**config.mk**
```make
export PLATFORM = sky130hd
export DESIGN_NAME = seq_d
export DESIGN_NICKNAME = d
export VERILOG_FILES = /design/src/rtl/seq_d_pkg.sv /design/src/rtl/seq_d_dff.sv /design/src/rtl/seq_d.sv
export SDC_FILE = /design/constraint.sdc
export NUM_CORES = 1
export LEC_CHECK = 0
export BUFFER_PORTS_ARGS = -buffer_cell sky130_fd_sc_hd__buf_2
export CORE_AREA = 2 2 39 41
export DETAILED_ROUTE_END_ITERATION = 6
export DIE_AREA = 0 0 41 43
export HOLD_SLACK_MARGIN = 0.03
export PLACE_DENSITY = 0.35
export SETUP_SLACK_MARGIN = 0.2
export SLEW_MARGIN = 20
export SYNTH_ARGS = -nofsm -noshare
export SYNTH_HDL_FRONTEND = slang
export SYNTH_HIERARCHICAL = 1
export SYNTH_SLANG_ARGS = --single-unit
```
**constraint.sdc**
```tcl
create_clock -name clk -period 1.3 [get_ports clk]
set_input_delay 0.26 -clock clk [delete_from_list [all_inputs] [get_ports clk]]
set_output_delay 0.26 -clock clk [all_outputs]
set_load 0.01 [all_outputs]
```
**src/rtl/seq_d_pkg.sv**
```systemverilog
// Shared state codes and pattern constants for the 1010 sequence detector.
package seq_d_pkg;

   typedef enum logic [2:0] {
      S0 = 3'b000,
      S1 = 3'b001,
      S2 = 3'b010,
      S3 = 3'b011,
      S4 = 3'b100
   } state_t;

   localparam int unsigned PATTERN_W = 4;
   localparam logic [PATTERN_W-1:0] PATTERN = 4'b1010;

endpackage

```
**src/rtl/seq_d_dff.sv**
```systemverilog
// 1-bit D flip-flop with synchronous active-low reset.
module dff (
   input  logic clk,
   input  logic reset,
   input  logic d,
   output logic q
);

   always_ff @(posedge clk) begin
      if (!reset) q <= 1'b0;
      else        q <= d;
   end

endmodule

```
**src/rtl/seq_d.sv**
```systemverilog
// Moore detector for overlapping 1010; state lives in three dff bits, y decoded from state only.
module seq_d
   import seq_d_pkg::*;
(
   input  logic clk,
   input  logic reset,
   input  logic x,
   output logic y
);

   logic       q0, q1, q2;
   logic [2:0] state;
   logic [2:0] nxt;

   assign state = {q2, q1, q0};

   dff u_ff0 (.clk(clk), .reset(reset), .d(nxt[0]), .q(q0));
   dff u_ff1 (.clk(clk), .reset(reset), .d(nxt[1]), .q(q1));
   dff u_ff2 (.clk(clk), .reset(reset), .d(nxt[2]), .q(q2));

   // Unused codes fall through to the default and recover to S0.
   always_comb begin
      nxt = S0;
      case (state)
         S0:      nxt = x ? S1 : S0;
         S1:      nxt = x ? S1 : S2;
         S2:      nxt = x ? S3 : S0;
         S3:      nxt = x ? S1 : S4;
         S4:      nxt = x ? S3 : S0;
         default: nxt = S0;
      endcase
   end

   assign y = (state == S4);

endmodule

```
# == Yosys cells after proc, flatten, opt, wreduce, memory -nomap -nowiden ==
# Index checks and enable logic that the tools add are counted.
# W data, S select, Z words.
# classes
n_reduce_logical,2
mux,5
n_eq_ne,4
# ops
cell,n
$pmux W3 S4,1
$eq A3 B2 Y1 const B,2
$mux W2,2
$eq A3 B1 Y1 const B,1
$eq A3 B3 Y1 const B,1
$logic_not A3 Y1,1
$mux W3,1
$reduce_or A2 Y1,1
$mux W1,1
# word_totals
out_inout_bits,1
regBits,3
in_bits,3
wordCells,14

# == Longest topological paths before layout ==
# Gate-level depths: netlist of the first run.
# logic_depth
depth_word,3
depth_mapped,3
mapped_depth_nobuf,3

# == Modules after synthesis ==
# Netlist of the first run, hierarchy kept.
# modules_own_cells
module,cells_per_inst,area_each_um2,n_inst
dff,2,26.3,3
seq_d,8,66.3,1

# == Worst setup path after synthesis of the first run ==
# No wires, ideal clock.
# synth_timing
path_kind,register to register
startpoint,register u_ff1.q
endpoint,register u_ff1.q
stages_incl_launch_ff,4
period_less_slack_ps,1026
arrival_ps,911
setup_slack_ps,274
setup_time_ps,115
n_path_buf,0
cell_sequence,dfxtp_1 nor4bb_1 or3_1 and2_1
# synth_between
elab_chain_cells,3
# synth_rtl
element,line,rtl
"start, declared",seq_d_dff.sv:6,output logic q
"start signal, assigned",seq_d_dff.sv:10,if (!reset) q <= 1'b0;
"start signal, assigned",seq_d_dff.sv:11,else q <= d;
$eq A3 B3 Y1 or $eq A3 B2 Y1 (tied branches),seq_d.sv:24,case (state)
$reduce_or A2 Y1 (no line),n/a,
$pmux W3 S4 (*),seq_d.sv:24,
via nxt[1],seq_d.sv:13,logic [2:0] nxt;
# Mark *: on every way through the listed nets, which the timed path passes. The rest lies on a longest branch.
# A chain may end at the register's enable or synchronous reset.

# == Worst setup path after layout of the first run ==
# layout_timing
startpoint,register u_ff0.q
endpoint,output port y
# layout_between
elab_chain_cells,1
# layout_rtl
element,line,rtl
"start, declared",seq_d_dff.sv:6,
"start signal, assigned",seq_d_dff.sv:10,
"start signal, assigned",seq_d_dff.sv:11,
$eq A3 B3 Y1,seq_d.sv:34,assign y = (state == S4);
"end, declared",seq_d.sv:8,output logic y
# Every way passes these cells.

==> results.yml, run 1 <==
synthesis:
  yosysWarnings: 6
  netlist.area_leader.share_pct: 41.4
  ys_top_cells_by_area: "dfxtp_1 (41%), and2_1 (17%), nor4bb_1 (14%)"
  yosys.area.top_type: "dfxtp_1"
  yosysSeqAreaShare_pct: 41.4
  synthCells: 14
  syn_nets: 17
  syn_area_per_cell_um2: 10.4
  synth_cell_types: 8
  synth_area_um2: 145
  yosys_register_bits: 3
setup_path:
  crit_type: "register to primary output"
  cp_top_family: "flip-flops"
  slowest_delay_ns: 0.34
  path_buf_inv: 1
  endpoint_kind: "primary output"
  cp-start-kind: "register"
  critPathSlowestCell: "dfxtp_4"
  crit_chain: "nor3b_2, buf_2"
  critPathMaxFanout: 4
  cp.arrival_ns: 0.88
  worstPathRequired_ns: 1.04
placed_design:
  finalWeightedCongestion: 0.524
  place_area_um2: 180
  dpl_worst_slack_ns: 0.169
  io_buffers: 3
  dp_hpwl_um: 210
cts:
  htree_levels: 1
  clk_latency_ns: 0.23
  cts_buffers: 3
  path_clk_slew_ns: 0.04
  cts.sinks: 3
  cts-root-buf: "clkbuf_4"
  cts_tree: "yes"
  clockBufferDepth: 2
global_route:
  track_usage_pct: 5.41
  grt_pass1_wl_um: 579
  grt_max_degree: 7
  grt_pass1_vias: 158
  antenna_found_initial: 0
  overflow: 0
floorplanning:
  die_area_mm2: 0.00176
  io_pins: 4
  rows: 14
  start_util_pct: 10.5
  fp.dieH_um: 43
  die_x_um: 41
  fp.coreArea_mm2: 0.00138
cells_and_area:
  final_cell_mix: "and2_1 (4), buf_4 (4), clkbuf_4 (3), buf_2 (3)"
  final_net_count: 29
  finalInstanceArea_um2: 250
  drive_gt1_share_pct: 56.0
  area_growth_syn_to_layout_pct: 72.4
  antenna_cells: 0
timing:
  period_share_pct: 87.7
  tns_ns: 0
  fin_hold_ws_ns: 0.255
  rsz0062_at_grt: "true"
  finalMaxSlewViolations: 0
  setup_slack_ns: 0.160
  setup_violations: 0
  slew_headroom_pct: 83.6
  clock_skew_ns: 0.00276
  hold_viol: 0
  fmaxAchievable_mhz: 877
  tightest_slew_ns: 0.243
  final.min_clock_period_ns: 1.14
power:
  p_leak_nw: 0.111
  ir_drop_mv: 0.120
  powerDensity_mw_per_mm2: 1120
  power_mw: 0.280
route:
  drc: 0
  ant_nets: 0
  dr_total_vias: 143
  dr.pass1.iters: 2
  drt_first_iter_violations: 1
  via_per_inst: 3.49
  finalWirelength_um: 361
  routedWlPerCell_um: 8.80
job:
  cap_violations: 0
status:
  status: "completed"
hold_path:
  hold_path_class: "input pin to register"
-- path summary, 6_finish.rpt --
path                               from  endpoint  slack (ns)  cells past startpoint
worst max register to register  u_ff2/q   u_ff1/q        0.16                      4
worst min-delay path              reset   u_ff0/q        0.26                      2
worst min register to register  u_ff1/q   u_ff2/q        0.69                      2
worst max-delay path            u_ff0/q         y        0.16                      2
-- cell usage after synthesis, drive strengths merged --
library cell	number
nor4bb	2
and2	4
or3	1
nor3b	1
nor4b	1
o21ai	1
dfxtp	3
and4bb	1
-- flip-flops by register name, summed over array words and instances, names as in the netlist --
name,count
u_ff1/q,1
u_ff2/q,1
u_ff0/q,1
-- cell families after synthesis --
family / Yosys count / synth area share, %
AO/OA/AOI/OAI: 1 / 3.44
AND/OR/NAND/NOR: 10 / 55.2
flip-flops: 3 / 41.4
-- timing repair --
item	CTS	global route
hold buffers	0	0
gates resized for setup	6	0
buffers inserted	4	0
endpoints found under the setup margin	1	2
hold endpoints to repair	0	0
pin swaps	1	0
-- where the power goes --
part	internal [mW]	total (mW)	leakage [nW]	switching, mW
combinational	0.0119	0.0177	0.0693	0.00585
sequential	0.0935	0.0974	0.0264	0.00390
clock	0.115	0.165	0.0150	0.0499
total	0.221	0.280	0.111	0.0597
-- metal layers --
metal / wire (um) / track usage (%) / up-vias / share of wire (%)
met4: 0 / 10.0 / 0 / 0
met2: 151 / 5.31 / 4 / 42
met5: 0 / 0 / - / 0
met3: 11 / 0 / 0 / 3.0
met1: 199 / 7.03 / 65 / 55
li1: - / - / 74 / -
-- stage by stage --
step | utilization, % | instances
floorplan | - | 14
global placement | 13.0 | 33
detailed placement | 13.0 | 33
CTS | 18.1 | 41
global route | 18.1 | 41
finish | 18.1 | 41
-- area by class of cell --
cell class | count | area [um2]
Fill cell | 155 | 1130
Tap cell | 16 | 20.0
Sequential cell | 3 | 68.8
Multi-Input combinational cell | 11 | 90.1
Timing Repair Buffer | 7 | 45.0
Clock buffer | 4 | 26.3
Note: power is estimated with default switching activity, not from simulation.
==> run 2: changes to the inputs <==
--- a/config.mk
+++ b/config.mk
@@ -10,7 +10,7 @@
 export DETAILED_ROUTE_END_ITERATION = 6
 export DIE_AREA = 0 0 41 43
 export HOLD_SLACK_MARGIN = 0.03
-export PLACE_DENSITY = 0.35
+export PLACE_DENSITY_LB_ADDON = 0.05
 export SETUP_SLACK_MARGIN = 0.2
 export SLEW_MARGIN = 20
 export SYNTH_ARGS = -nofsm -noshare
==> constraint.sdc (replaced) <==
create_clock -name clk -period 1.3 [get_ports clk]
set_input_delay 0.26 -clock clk [delete_from_list [all_inputs] [get_ports clk]]
set_output_delay 0.26 -clock clk [all_outputs]
set_load 0.05 [all_outputs]
==> results.yml, run 2 (synthesized netlist as in run 1, its figures left out) <==
cts:
  path_clk_slew_ns: 0.04
  cts_buffers: 3
  htree_levels: 1
  clk_latency_ns: 0.23
  cts-root-buf: "clkbuf_4"
  cts_tree: "yes"
  cts.sinks: 3
  clockBufferDepth: 2
route:
  routedWlPerCell_um: 9.00
  drt_first_iter_violations: 0
  ant_nets: 0
  via_per_inst: 3.55
  dr.pass1.iters: 1
  dr_total_vias: 142
  drc: 0
  finalWirelength_um: 360
global_route:
  globalRouteMet3Util_pct: 3.14
  grt_pass1_wl_um: 579
  grt_pass1_vias: 144
  overflow: 0
  globalRoute.busiestLayer: "met2"
  gr-usage-met1_pct: 5.11
  antenna_found_initial: 0
  track_usage_pct: 5.61
  grt_max_degree: 7
  met2_usage_pct: 7.81
floorplanning:
  start_util_pct: 10.5
  fp.dieH_um: 43
  rows: 14
  io_pins: 4
  die_area_mm2: 0.00176
  die_x_um: 41
  fp.coreArea_mm2: 0.00138
power:
  power_mw: 0.283
  swShare_pct: 21.7
  p_seq_share_pct: 34.2
  power.internal_mw: 0.222
  clkPwrFrac_pct: 57.7
  power.switching_mw: 0.0614
  p_leak_nw: 0.110
  powerDensity_mw_per_mm2: 1020
  ir_drop_mv: 0.266
  combinationalPowerShare_pct: 8.0
timing:
  clock_skew_ns: 0.00330
  period_share_pct: 92.8
  hold_viol: 0
  final.min_clock_period_ns: 1.21
  tns_ns: 0
  tightest_slew_ns: 0.189
  slew_headroom_pct: 87.2
  rsz0062_at_grt: "true"
  finalMaxSlewViolations: 0
  setup_violations: 0
  fmaxAchievable_mhz: 828
cells_and_area:
  area_growth_syn_to_layout_pct: 90.5
  final_cell_mix: "and2_1 (4), clkbuf_4 (3), dfxtp_4 (3)"
  layout.filler_cells: 157
  drive_gt1_share_pct: 58.3
  final_common_cell: "and2_1"
  antenna_cells: 0
  reg_top3: "u_ff0/q: 1 flops, u_ff1/q: 1 flops, u_ff2/q: 1 flops"
  final_net_count: 28
setup_path:
  rrSetupSlack_ns: 0.11
  reg2reg_depth: 4
  worstPathRequired_ns: 1.04
  crit_type: "register to primary output"
  critPathMaxFanout: 2
  cp.arrival_ns: 0.95
  endpoint_kind: "primary output"
  slowest_delay_ns: 0.35
  crit_chain: "nor3b_4, buf_6"
  critPathSlowestCell: "dfxtp_4"
  cp-start-kind: "register"
job:
  cap_violations: 0
placed_design:
  finalWeightedCongestion: 0.564
  io_buffers: 3
status:
  status: "completed"
hold_path:
  hold_path_class: "input pin to register"
  min_delay_path_depth: 2
## run 2: cell types whose count changed in the layout (fill, tap and decap cells not counted), sizes merged
cell,delta
buf,-1
## run 2: routing by layer
layer  up-vias  routed length, um
li1         72                  -
met1        64                144
met2         6                193
met3         0                 22
met4         0                  0
met5         -                  0
## run 2: critical path: cells and delay by family, from the launching register on
kind,cells,cell delay [ns]
buffers and inverters,1,0.18
DFF,1,0.35
and+or+nand+nor,1,0.19
## run 2: cell type report
type / instances / area [um2] / area share [%]
Tap cell: 16 / 20.0 / 7.24
Sequential cell: 3 / 71.3 / 25.8
Multi-Input combinational cell: 11 / 111 / 40.3
Clock buffer: 4 / 26.3 / 9.50
Timing Repair Buffer: 6 / 47.5 / 17.2
## run 2: final timing paths
kind | start | endpoint
worst max register to register | u_ff0/q | u_ff1/q
worst min-delay path | reset | u_ff2/q
worst min register to register | u_ff1/q | u_ff2/q
worst max-delay path | u_ff0/q | y
## run 2: through the flow
| stage | cell area [um2] | instances | utilization [%] | hold WS (ns) | setup slack, ns |
|---|---|---|---|---|---|
| 2_1_floorplan | 159 | 14 | - | 0.387 | 0.209 |
| 3_3_place_gp | 194 | 33 | 14.0 | 0.505 | 0.147 |
| 3_5_place_dp | 194 | 33 | 14.0 | 0.499 | 0.166 |
| 4_1_cts | 248 | 39 | 17.9 | 0.252 | 0.0798 |
| 5_1_grt | 277 | 40 | 20.0 | 0.275 | 0.0648 |
| 6_report | 277 | 40 | 20.0 | 0.259 | 0.0930 |
## run 2: what timing repair did
action,CTS,global route
endpoints found under the hold margin,0,0
endpoints found under the setup margin,2,2
hold buffers,0,0
buffers inserted,2,1
pin swaps,0,2
resized for setup,5,4
## run 2: power by group through the flow
stage	registers, mW	logic (mW)	clock network [mW]
CTS	0.0973	0.0170	0.175
finish	0.0968	0.0227	0.163
global placement	0.103	0.0130	0
global route	0.0971	0.0250	0.181
floorplan	0.102	0.00727	0
detailed placement	0.103	0.0126	0
==> run 3: changes to the inputs <==
--- a/config.mk
+++ b/config.mk
@@ -5,10 +5,12 @@
 export SDC_FILE = /design/constraint.sdc
 export NUM_CORES = 1
 export LEC_CHECK = 0
+export ABC_AREA = 1
 export BUFFER_PORTS_ARGS = -buffer_cell sky130_fd_sc_hd__buf_2
 export CORE_AREA = 2 2 39 41
 export DETAILED_ROUTE_END_ITERATION = 6
 export DIE_AREA = 0 0 41 43
+export GPL_TIMING_DRIVEN = 0
 export HOLD_SLACK_MARGIN = 0.03
 export PLACE_DENSITY_LB_ADDON = 0.05
 export SETUP_SLACK_MARGIN = 0.2
==> results.yml, run 3 <==
synthesis:
  yosys.area_share.adder_pct: 0
  yosysMostFrequentCell: "nand2_1"
  ys_top_cells_by_area: "dfxtp_1 (39%), nand2_1 (20%), inv_1 (15%)"
  synth_compound_area_share_pct: 8.94
  yosys_register_bits: 3
  syn_area_per_cell_um2: 6.41
  synth_top_family_by_area: "simple AND/OR/NAND/NOR gates"
  syn_nets: 27
  ys_async_sr_fraction_pct: 0
  synth-simple-area-share_pct: 37.4
  yosysSeqAreaShare_pct: 39.0
  synthTopCellsByCount: "nand2_1 (8), inv_1 (6), dfxtp_1 (3), nor2_1 (2)"
  netlist.area_leader.share_pct: 39.0
  synthCells: 24
  synthXorXnorAreaFrac_pct: 0
  synth.area.mux_share_pct: 0
  yosys.area.top_type: "dfxtp_1"
  synth_edf_count: 0
  synth_area_um2: 154
  yosysWarnings: 6
  ys.flop_type: "dfxtp_1"
  synth_cell_types: 9
power:
  powerDensity_mw_per_mm2: 1240
  p_leak_nw: 0.127
  ir_drop_mv: 0.371
cts:
  cts_buffers: 3
  cts_hold_repair.buffers: 0
  cts-root-buf: "clkbuf_4"
  path_clk_slew_ns: 0.04
  cts.sinks: 3
  htree_levels: 1
  clockBufferDepth: 2
  cts_tree: "yes"
  clk_latency_ns: 0.23
timing:
  final.min_clock_period_ns: 1.31
  fin_hold_ws_ns: 0.238
  rsz0062_at_grt: "true"
  fmaxAchievable_mhz: 764
  setup_violations: 1
  period_share_pct: 101
  finalMaxSlewViolations: 0
  clock_skew_ns: 0.00666
  tightest_slew_ns: 0.156
  slew_headroom_pct: 89.5
  setup_slack_ns: -0.00936
  hold_viol: 0
route:
  ant_nets: 0
  drt_first_iter_violations: 0
  top_layer: "met3"
  wl_met2_um: 229
  finalWirelength_um: 361
  dr_total_vias: 153
  wl_met3_um: 6
  met1_length_um: 125
  dr.pass1.iters: 1
  drc: 0
  via_per_inst: 3.19
  routedWlPerCell_um: 7.52
floorplanning:
  start_util_pct: 11.1
  io_pins: 4
  fp.coreArea_mm2: 0.00138
  rows: 14
  die_area_mm2: 0.00176
  die_x_um: 41
  fp.dieH_um: 43
cells_and_area:
  final_net_count: 36
  layout.filler_cells: 170
  reg_top3: "u_ff0/q: 1 flops, u_ff1/q: 1 flops, u_ff2/q: 1 flops"
  fin_util_pct: 17.4
  final_common_cell: "nand2_1"
  final_cell_mix: "nand2_1 (8), inv_1 (6), clkbuf_4 (3), dfxtp_2 (3), buf_2 (2)"
  antenna_cells: 0
  fin_cells: 48
  drive_gt1_share_pct: 43.8
  area_growth_syn_to_layout_pct: 56.1
setup_path:
  endpoint_kind: "primary output"
  r2r-start: "u_ff0/q"
  cp.arrival_ns: 1.05
  cp-start-kind: "register"
  rrSetupSlack_ns: 0.28
  crit_type: "register to primary output"
  rr_endpoint: "u_ff1/q"
  worstPathRequired_ns: 1.04
  reg2reg_depth: 6
  critPathMaxFanout: 3
status:
  status: "finished, violations left"
  violations: "negative setup slack"
placed_design:
  dp_hpwl_um: 276
  io_buffers: 3
  finalWeightedCongestion: 0.674
  placedCellCount: 43
global_route:
  track_usage_pct: 6.01
  antenna_found_initial: 0
  grt_pass1_vias: 165
  grt_max_degree: 7
  overflow: 0
  grt_pass1_wl_um: 593
hold_path:
  hold_path_class: "input pin to register"
  hp-start: "reset"
  hold_end: "u_ff0/q"
  min_delay_path_depth: 3
job:
  cap_violations: 0
[run 3: cell count changes after synthesis, sizes merged, moves of 2 or more]
| cell | delta |
|---|---|
| nand2 | +8 |
| inv | +6 |
| and2 | -4 |
| nor2 | +3 |
| nor4bb | -2 |
[run 3: cell type report]
| type | count | area [um2] | share of cell area (%) |
|---|---|---|---|
| multi-input cells | 15 | 78.8 | 32.8 |
| inverters | 6 | 22.5 | 9.38 |
| clock buffers | 4 | 26.3 | 10.9 |
| repair buffers | 4 | 28.8 | 12.0 |
| flip-flops and latches | 3 | 63.8 | 26.6 |
| well taps | 16 | 20.0 | 8.33 |
[run 3: through the flow]
stage                     area (um2)  TNS [ns]  setup slack [ns]  total power [mW]
final                            240  -0.00936          -0.00936             0.299
after global routing             240   -0.0491           -0.0491             0.314
after CTS                        239   -0.0297           -0.0297             0.312
after detailed placement         196         0             0.102             0.131
after global placement           196         0             0.105             0.131
after floorplan                  161         0             0.196             0.122
[run 3: logic make-up (layout without fill, tap and decap cells)]
group,after synthesis,after routing
simple gates,13,13
compound gates,2,2
buf+inv,6,14
flops,3,3
[run 3: per-layer routing]
| metal | up-vias | track usage (%) |
|---|---|---|
| met4 | 0 | 10.0 |
| met1 | 67 | 4.14 |
| met2 | 2 | 9.06 |
| met5 | - | 0 |
| met3 | 0 | 1.57 |
| li1 | 84 | - |
[run 3: critical path: stages, from the launching register on]
cell     delay (ns)
dfxtp_2        0.32
or2_4          0.26
nor2_4         0.08
buf_6          0.16
[run 3: worst max path at each step]
stage / from / slack (ns) / end
after floorplan: u_ff1/q / 0.20 / y
after global placement: u_ff1/q / 0.10 / y
after detailed placement: u_ff1/q / 0.10 / y
after CTS: u_ff0/q / -0.03 / y
after global routing: u_ff0/q / -0.05 / y
final: u_ff0/q / -0.009 / y
[run 3: where the power goes]
group,switching [mW],internal (mW)
combinational,0.0165,0.0161
sequential,0.00404,0.0977
clock,0.0495,0.115
[run 3: timing repair]
item | in CTS | in global routing
setup buffers | 1 | 0
endpoints found under the setup margin | 1 | 1
resized for setup | 4 | 1
pin swaps | 1 | 0
gates cloned | 0 | 0
